<file path="src/rtl/lsu_rmw_if.sv">
// Request/response and data-memory bus between the execute stage, lsu_rmw and dmem.
// The slave modport is the load/store unit; the master modport is its environment.
interface lsu_rmw_if;
  logic        i_valid;
  logic        i_wren;
  logic [2:0]  i_funct3;
  logic [31:0] i_addr;
  logic [31:0] i_wdata;
  logic        o_ready;
  logic        o_done;
  logic        o_err;
  logic [31:0] o_rdata;
  logic [31:0] o_mem_addr;
  logic [31:0] o_mem_wdata;
  logic        o_mem_wren;
  logic [31:0] i_mem_rdata;

  modport slave (
    input  i_valid, i_wren, i_funct3, i_addr, i_wdata, i_mem_rdata,
    output o_ready, o_done, o_err, o_rdata, o_mem_addr, o_mem_wdata, o_mem_wren
  );

  modport master (
    output i_valid, i_wren, i_funct3, i_addr, i_wdata, i_mem_rdata,
    input  o_ready, o_done, o_err, o_rdata, o_mem_addr, o_mem_wdata, o_mem_wren
  );
endinterface

</file>
<file path="src/rtl/lsu_rmw.sv">
// Load/store unit in front of a word-only dmem: byte/halfword stores become
// read-modify-write sequences, sub-word loads are lane-selected and extended.
module lsu_rmw (
  input  logic       i_clk,
  input  logic       i_reset,
  lsu_rmw_if.slave   bus
);

  localparam logic [2:0] F3_B  = 3'd0;
  localparam logic [2:0] F3_H  = 3'd1;
  localparam logic [2:0] F3_W  = 3'd2;
  localparam logic [2:0] F3_BU = 3'd4;
  localparam logic [2:0] F3_HU = 3'd5;

  typedef enum logic [1:0] {IDLE, READ, CAPTURE, WRITE} state_t;

  state_t      state_q, state_d;
  logic        done_q, done_d;
  logic        err_q, err_d;
  logic [31:0] rdata_q;
  logic [31:0] mem_addr_q;
  logic [31:0] mem_wdata_q;

  logic        wren_q;
  logic [2:0]  funct3_q;
  logic [1:0]  lane_q;
  logic [15:0] wdata_q;

  logic        accept;
  logic        req_err;

  // Misaligned and illegal requests both end in the same error pulse.
  function automatic logic bad_request(input logic wren, input logic [2:0] f3,
                                       input logic [1:0] a);
    case (f3)
      F3_B:    bad_request = 1'b0;
      F3_H:    bad_request = a[0];
      F3_W:    bad_request = |a;
      F3_BU:   bad_request = wren;
      F3_HU:   bad_request = wren | a[0];
      default: bad_request = 1'b1;
    endcase
  endfunction

  function automatic logic [31:0] load_extract(input logic [31:0] word,
                                               input logic [2:0] f3,
                                               input logic [1:0] lane);
    logic [7:0]  b;
    logic [15:0] h;
    b = word[{lane, 3'b000} +: 8];
    h = word[{lane[1], 4'b0000} +: 16];
    case (f3)
      F3_B:    load_extract = {{24{b[7]}}, b};
      F3_BU:   load_extract = {24'd0, b};
      F3_H:    load_extract = {{16{h[15]}}, h};
      F3_HU:   load_extract = {16'd0, h};
      default: load_extract = word;
    endcase
  endfunction

  function automatic logic [31:0] store_merge(input logic [31:0] word,
                                              input logic [2:0] f3,
                                              input logic [1:0] lane,
                                              input logic [15:0] data);
    store_merge = word;
    if (f3 == F3_H) store_merge[{lane[1], 4'b0000} +: 16] = data;
    else            store_merge[{lane, 3'b000} +: 8]      = data[7:0];
  endfunction

  assign accept  = bus.i_valid && (state_q == IDLE);
  assign req_err = bad_request(bus.i_wren, bus.i_funct3, bus.i_addr[1:0]);

  // NOTE: every output of this block gets a default first, so no path can
  // leave a signal unassigned and infer a latch.
  always_comb begin
    state_d = state_q;
    done_d  = 1'b0;
    err_d   = 1'b0;
    case (state_q)
      IDLE: begin
        if (accept) begin
          if (req_err) begin
            done_d = 1'b1;
            err_d  = 1'b1;
          end else if (bus.i_wren && bus.i_funct3 == F3_W) begin
            state_d = WRITE;
          end else begin
            state_d = READ;
          end
        end
      end
      READ:    state_d = CAPTURE;
      CAPTURE: begin
        state_d = wren_q ? WRITE : IDLE;
        done_d  = !wren_q;
      end
      WRITE: begin
        state_d = IDLE;
        done_d  = 1'b1;
      end
      default: state_d = IDLE;
    endcase
  end

  // NOTE: the request latch is pure datapath, consumed only in states that
  // follow an accept, so it carries no reset.
  always_ff @(posedge i_clk) begin
    if (accept) begin
      wren_q   <= bus.i_wren;
      funct3_q <= bus.i_funct3;
      lane_q   <= bus.i_addr[1:0];
      wdata_q  <= bus.i_wdata[15:0];
    end
  end

  // NOTE: state registers use non-blocking assignments so every register
  // samples the pre-edge values regardless of statement order.
  always_ff @(posedge i_clk or negedge i_reset) begin
    if (!i_reset) begin
      state_q     <= IDLE;
      done_q      <= 1'b0;
      err_q       <= 1'b0;
      rdata_q     <= 32'd0;
      mem_addr_q  <= 32'd0;
      mem_wdata_q <= 32'd0;
    end else begin
      state_q <= state_d;
      done_q  <= done_d;
      err_q   <= err_d;
      if (accept && !req_err) begin
        mem_addr_q <= {bus.i_addr[31:2], 2'b00};
        if (bus.i_wren && bus.i_funct3 == F3_W) mem_wdata_q <= bus.i_wdata;
      end
      // dmem read data for the READ address arrives during CAPTURE.
      if (state_q == CAPTURE) begin
        if (wren_q) mem_wdata_q <= store_merge(bus.i_mem_rdata, funct3_q, lane_q, wdata_q);
        else        rdata_q     <= load_extract(bus.i_mem_rdata, funct3_q, lane_q);
      end
    end
  end

  assign bus.o_ready     = (state_q == IDLE);
  assign bus.o_done      = done_q;
  assign bus.o_err       = err_q;
  assign bus.o_rdata     = rdata_q;
  assign bus.o_mem_addr  = mem_addr_q;
  assign bus.o_mem_wdata = mem_wdata_q;
  assign bus.o_mem_wren  = (state_q == WRITE);

endmodule

</file>
<file path="src/flat_wrapper.sv">
// flat-port wrapper written by rule: the top's interface ports become plain ports
module lsu_rmw_flat 
  (i_clk, i_reset, bus_i_valid, bus_i_wren, bus_i_funct3, bus_i_addr, bus_i_wdata, bus_i_mem_rdata, bus_o_ready, bus_o_done, bus_o_err, bus_o_rdata, bus_o_mem_addr, bus_o_mem_wdata, bus_o_mem_wren);
  lsu_rmw_if bus_i ();
  input  logic i_clk;
  input  logic i_reset;
  input wire logic [$bits(bus_i.i_valid)-1:0] bus_i_valid;
  input wire logic [$bits(bus_i.i_wren)-1:0] bus_i_wren;
  input wire logic [$bits(bus_i.i_funct3)-1:0] bus_i_funct3;
  input wire logic [$bits(bus_i.i_addr)-1:0] bus_i_addr;
  input wire logic [$bits(bus_i.i_wdata)-1:0] bus_i_wdata;
  input wire logic [$bits(bus_i.i_mem_rdata)-1:0] bus_i_mem_rdata;
  output wire logic [$bits(bus_i.o_ready)-1:0] bus_o_ready;
  output wire logic [$bits(bus_i.o_done)-1:0] bus_o_done;
  output wire logic [$bits(bus_i.o_err)-1:0] bus_o_err;
  output wire logic [$bits(bus_i.o_rdata)-1:0] bus_o_rdata;
  output wire logic [$bits(bus_i.o_mem_addr)-1:0] bus_o_mem_addr;
  output wire logic [$bits(bus_i.o_mem_wdata)-1:0] bus_o_mem_wdata;
  output wire logic [$bits(bus_i.o_mem_wren)-1:0] bus_o_mem_wren;
  assign bus_i.i_valid = bus_i_valid;
  assign bus_i.i_wren = bus_i_wren;
  assign bus_i.i_funct3 = bus_i_funct3;
  assign bus_i.i_addr = bus_i_addr;
  assign bus_i.i_wdata = bus_i_wdata;
  assign bus_i.i_mem_rdata = bus_i_mem_rdata;
  assign bus_o_ready = bus_i.o_ready;
  assign bus_o_done = bus_i.o_done;
  assign bus_o_err = bus_i.o_err;
  assign bus_o_rdata = bus_i.o_rdata;
  assign bus_o_mem_addr = bus_i.o_mem_addr;
  assign bus_o_mem_wdata = bus_i.o_mem_wdata;
  assign bus_o_mem_wren = bus_i.o_mem_wren;
  lsu_rmw u_core (.i_clk(i_clk), .i_reset(i_reset), .bus(bus_i));
endmodule
</file>
<file path="config.mk">
export PLATFORM = sky130hd
export DESIGN_NAME = lsu_rmw_flat
export DESIGN_NICKNAME = d
export VERILOG_FILES = /design/src/rtl/lsu_rmw_if.sv /design/src/rtl/lsu_rmw.sv /design/src/flat_wrapper.sv
export SDC_FILE = /design/constraint.sdc
export NUM_CORES = 1
export LEC_CHECK = 0
export CAP_MARGIN = 25
export CORE_AREA = 2 2 150 93
export CTS_BUF_LIST = sky130_fd_sc_hd__clkbuf_2 sky130_fd_sc_hd__clkbuf_4 sky130_fd_sc_hd__clkbuf_8
export CTS_CLUSTER_SIZE = 16
export DETAILED_ROUTE_END_ITERATION = 8
export DIE_AREA = 0 0 152 95
export GPL_TIMING_DRIVEN = 0
export PLACE_DENSITY = 0.81
export SLEW_MARGIN = 20
export SYNTH_ARGS = -nofsm -noshare
export SYNTH_HDL_FRONTEND = slang
export SYNTH_SLANG_ARGS = --single-unit
</file>
<file path="constraint.sdc">
create_clock -name i_clk -period 2.8 [get_ports i_clk]
set_input_delay 0.56 -clock i_clk [delete_from_list [all_inputs] [get_ports i_clk]]
set_output_delay 0.56 -clock i_clk [all_outputs]
set_load 0.005 [all_outputs]
</file>
==> metrics.md <==
| Metric | Value |
|---|---|
| FP Rows | 33 |
| Final Power | 8.39 mW |
| Buf+Inv Stages, Crit Path | 3 |
| Met1 WL | 8760 um |
| PwrDens | 957 nW/um^2 |
| Sequential area share after synthesis | 51.6% |
| R2r setup slk | 0.21 ns |
| Grt ovf | 0 |
| Top FF cell, synth | dfrtp_1 |
| Final Cycle Share | approximately 92% |
| CP arrival | 2.94 ns |
| IO buf count | 200 |
| Crit path max fanout | 10 |
| I/O pin count | 203 |
| Maxcap violations | 0 |
| Crit path cell chain | buf_2 > clkinvlp_4 > ha_1 > buf_2 > or4bb_1 > mux2i_4 > a221oi_1 > nor3_1 |
| Ratio of cells with drive above 1 in the final layout | 13.8% |
| Commonest non-fill, non-tap cell in the layout | clkdlybuf4s50_1 |
| DP Worst Slack | -0.126 ns |
| Synth top area share | 40.7% |
| Reg-to-Reg End | u_core.bus.o_mem_wdata[4] |
| FF-to-FF path depth | 8 |
| Startpoint Class | flip-flop |
| Antenna cells | 0 |
| Finished Cell Area | 8770 sq um |
| Post-DP HPWL | 15400 um |
| Clock Latency Late Sink | 0.43 ns |
| CTS max path bufs | 2 |
| EDFF count, synth | 22 |
| Yosys warns | 0 |
| Ys async rst share | 81.7% |
| Starting Density | 45.5% |
| Setup CP Type | reg2reg |
| RSZ-0062 raised after global routing | false |
| Clock Pin Slew Worst Setup and Hold Paths | 0.08 ns |
| Syn avg cell area | 10.6 sq um |
| Seq cells post-synth | 120 |
| Worst rel slew slack | 46.8% |
| Final hold violation count | 0 |
| Final core utilization | 66.1% |
| DR WL met3 | 2390 um |
| Clock root buffer master | clkbuf_8 |
| Worst VDD drop | 0.000507 V |
| Die Wd | 152 um |
| Hold slack | 0.0565 ns |
| DR vias/cell | 5.82 |
| Final wirelength | 20400 um |
| Worst min path class | in2async |
| Slowest cell on the critical path | or4bb_1 |
| Largest cells by area after synthesis | dfrtp_1 41%, edfxtp_1 11%, mux2_2 6.5% |
| Met2 WL | around 9000 um |
| Die height | 95 um |
| Cell Area, Synth | 6030 sq um |
| CTS Hold Bufs | 0 |
| Final Critical Period | 2.59 ns |
| DR WL/cell | 20.8 um |
| CP required | 3.15 ns |
| Largest net degree at the start of global routing | 57 |
| Setup WS post-layout | 0.211 ns |
| Final max-slew violation count | 0 |
| Total CTS buffers | 17 |
| Most frequent cell on the critical path | buf_2 |
| Area leader, netlist | dfrtp_1 |
| Outcome | finished, final reports clean |
| P&R area growth vs syn | 45.3% |
| CTS H-Tree Depth | 4 |
| Critical Path Sink Type | flip-flop |
| Worst Tran Pin Value | 0.797 ns |
| DR vias | 5703 |
| DP Area | 8310 sq um |
| Gr usage total | 28.0% |
| Post-route ant nets | 0 |
| Worst R2R Start | u_core.lane_q[1] |
| Clock skew after layout | between 0.015 and 0.02 ns |
| Kind of cell adding the most delay to the critical path | simple AND/OR/NAND/NOR gates |
| Commonest non-fill, non-tap cells in the layout | 199 x clkdlybuf4s50_1, 98 x dfrtp_1, 46 x nand2_1, 45 x nand3_1, 44 x a21oi_1 |
| Crit path capture | u_core.bus.o_mem_wdata[4] |
| Crit-path max cell delay | about 0.54 ns |
| Initial antenna violation count | 1 |
| Initial drt markers | just over 500 |
| TritonCTS clock tree | built |
| Yosys cell types | 56 |
| Final net count | 900 |
| Die Area | 14400 sq um |
| Post-route DRC | 0 |
| Core area | 13300 sq um |
| GPL Wtd Cong | 0.893 |
| Syn Inst Count | 567 |
| LEAKAGE | 3.52 nW |
| Final setup vio count | 0 |
| CP startpoint | u_core.lane_q[1] |
| Clk sink count | 120 |
| Global-route wire length before repair | 31300 um |
| Max Fclk | 386 MHz |
| Max layer used | met5 |
| Vias in the first global route | between 5000 and 6000 |
| Crit path depth | 8 |
| Drt pass-1 iters | 5 |
sequential cells by signal, summed over array words and instances, names as in the netlist:
signal                  flops
u_core.bus.o_done           1
u_core.bus.o_err            1
u_core.bus.o_mem_addr      30
u_core.bus.o_mem_wdata     32
u_core.bus.o_rdata         32
u_core.funct3_q             3
u_core.lane_q               2
u_core.state_q              2
u_core.wdata_q             16
u_core.wren_q               1
report_power, final:
group	switching (mW)	internal, mW	total (mW)
clock	0.691	1.04	1.73
combinational	1.52	2.07	3.59
sequential	0.499	2.57	3.07
total	2.71	5.68	8.39
synthesized netlist by cell type, types with 2 or more instances:
master	n
a221oi_1	10
nand2_1	46
a221oi_2	6
mux2i_1	19
a31oi_1	2
nor3b_2	3
clkbuf_1	22
dfrtp_1	98
or3_1	2
buf_4	2
mux2_1	2
a22oi_1	6
inv_1	6
ha_1	5
buf_1	3
o21ai_0	18
mux2i_4	2
edfxtp_1	22
nor2b_1	9
a41oi_1	2
a21oi_1	44
o211ai_1	8
nor2_1	36
nand4_1	9
and2_1	7
nand4b_1	2
a22o_1	2
nor3_1	28
nand3_1	45
nand2b_1	2
a221o_1	15
mux2_2	35
buf_2	18
nand3b_1	9
routing by layer:
layer	GRT usage (%)	up-vias
li1	-	2540
met1	39.7	2767
met2	42.8	371
met3	8.17	23
met4	6.39	2
met5	0	-
worst min path at each step:
| stage | from | endpoint | slack [ns] | depth (start not counted) |
|---|---|---|---|---|
| final | i_reset | u_core.bus.o_rdata[25] | 0.06 | 1 |
| after CTS | i_reset | u_core.bus.o_mem_wdata[22] | 0.06 | 1 |
| after floorplan | i_reset | u_core.bus.o_done | 0.26 | 0 |
| after global placement | u_core.bus.o_mem_addr[8] | u_core.bus.o_mem_addr[8] | 0.47 | 1 |
| after global routing | i_reset | u_core.bus.o_rdata[25] | 0.06 | 1 |
| after detailed placement | u_core.bus.o_mem_addr[14] | u_core.bus.o_mem_addr[14] | 0.49 | 1 |
what timing repair did:
item,4_1_cts,5_1_grt
gates resized for setup,0,1
setup endpoints to repair,0,1
hold endpoints to repair,0,0
buffers inserted,0,3
kinds of logic (layout without fill, tap and decap cells):
family	Yosys count	count (layout)	share of synthesized area, %
simple gates	210	210	18.1
compound gates	121	121	14.5
flops	120	120	51.6
mux	58	58	10.8
buf+inv	52	289	3.86
fa+ha+maj	5	5	1.04
other cells	1	2	0.0622
cell type report:
cell class	instances	area, sq um
Sequential cell	120	3110
Clock buffer	23	285
Buffer	46	210
Timing Repair Buffer	205	2070
Multi-Input combinational cell	396	2700
Tap cell	175	219
Clock inverter	9	149
Inverter	6	26.3
Fill cell	1042	4490
stage by stage:
| step | instances | TNS, ns |
|---|---|---|
| after CTS | 977 | 0 |
| after floorplan | 568 | 0 |
| after detailed placement | 945 | -2.13 |
| final | 980 | 0 |
| after global placement | 943 | -292.62 |
| after global routing | 980 | 0 |
worst register-to-register path: stages, from the launching register on:
cell and delay (ns):
edfxtp_1 0.40, buf_2 0.25, clkinvlp_4 0.17, ha_1 0.29, buf_2 0.18, or4bb_1 0.54
mux2i_4 0.28, a221oi_1 0.19, nor3_1 0.22
Power figures use the tool's default switching activity.
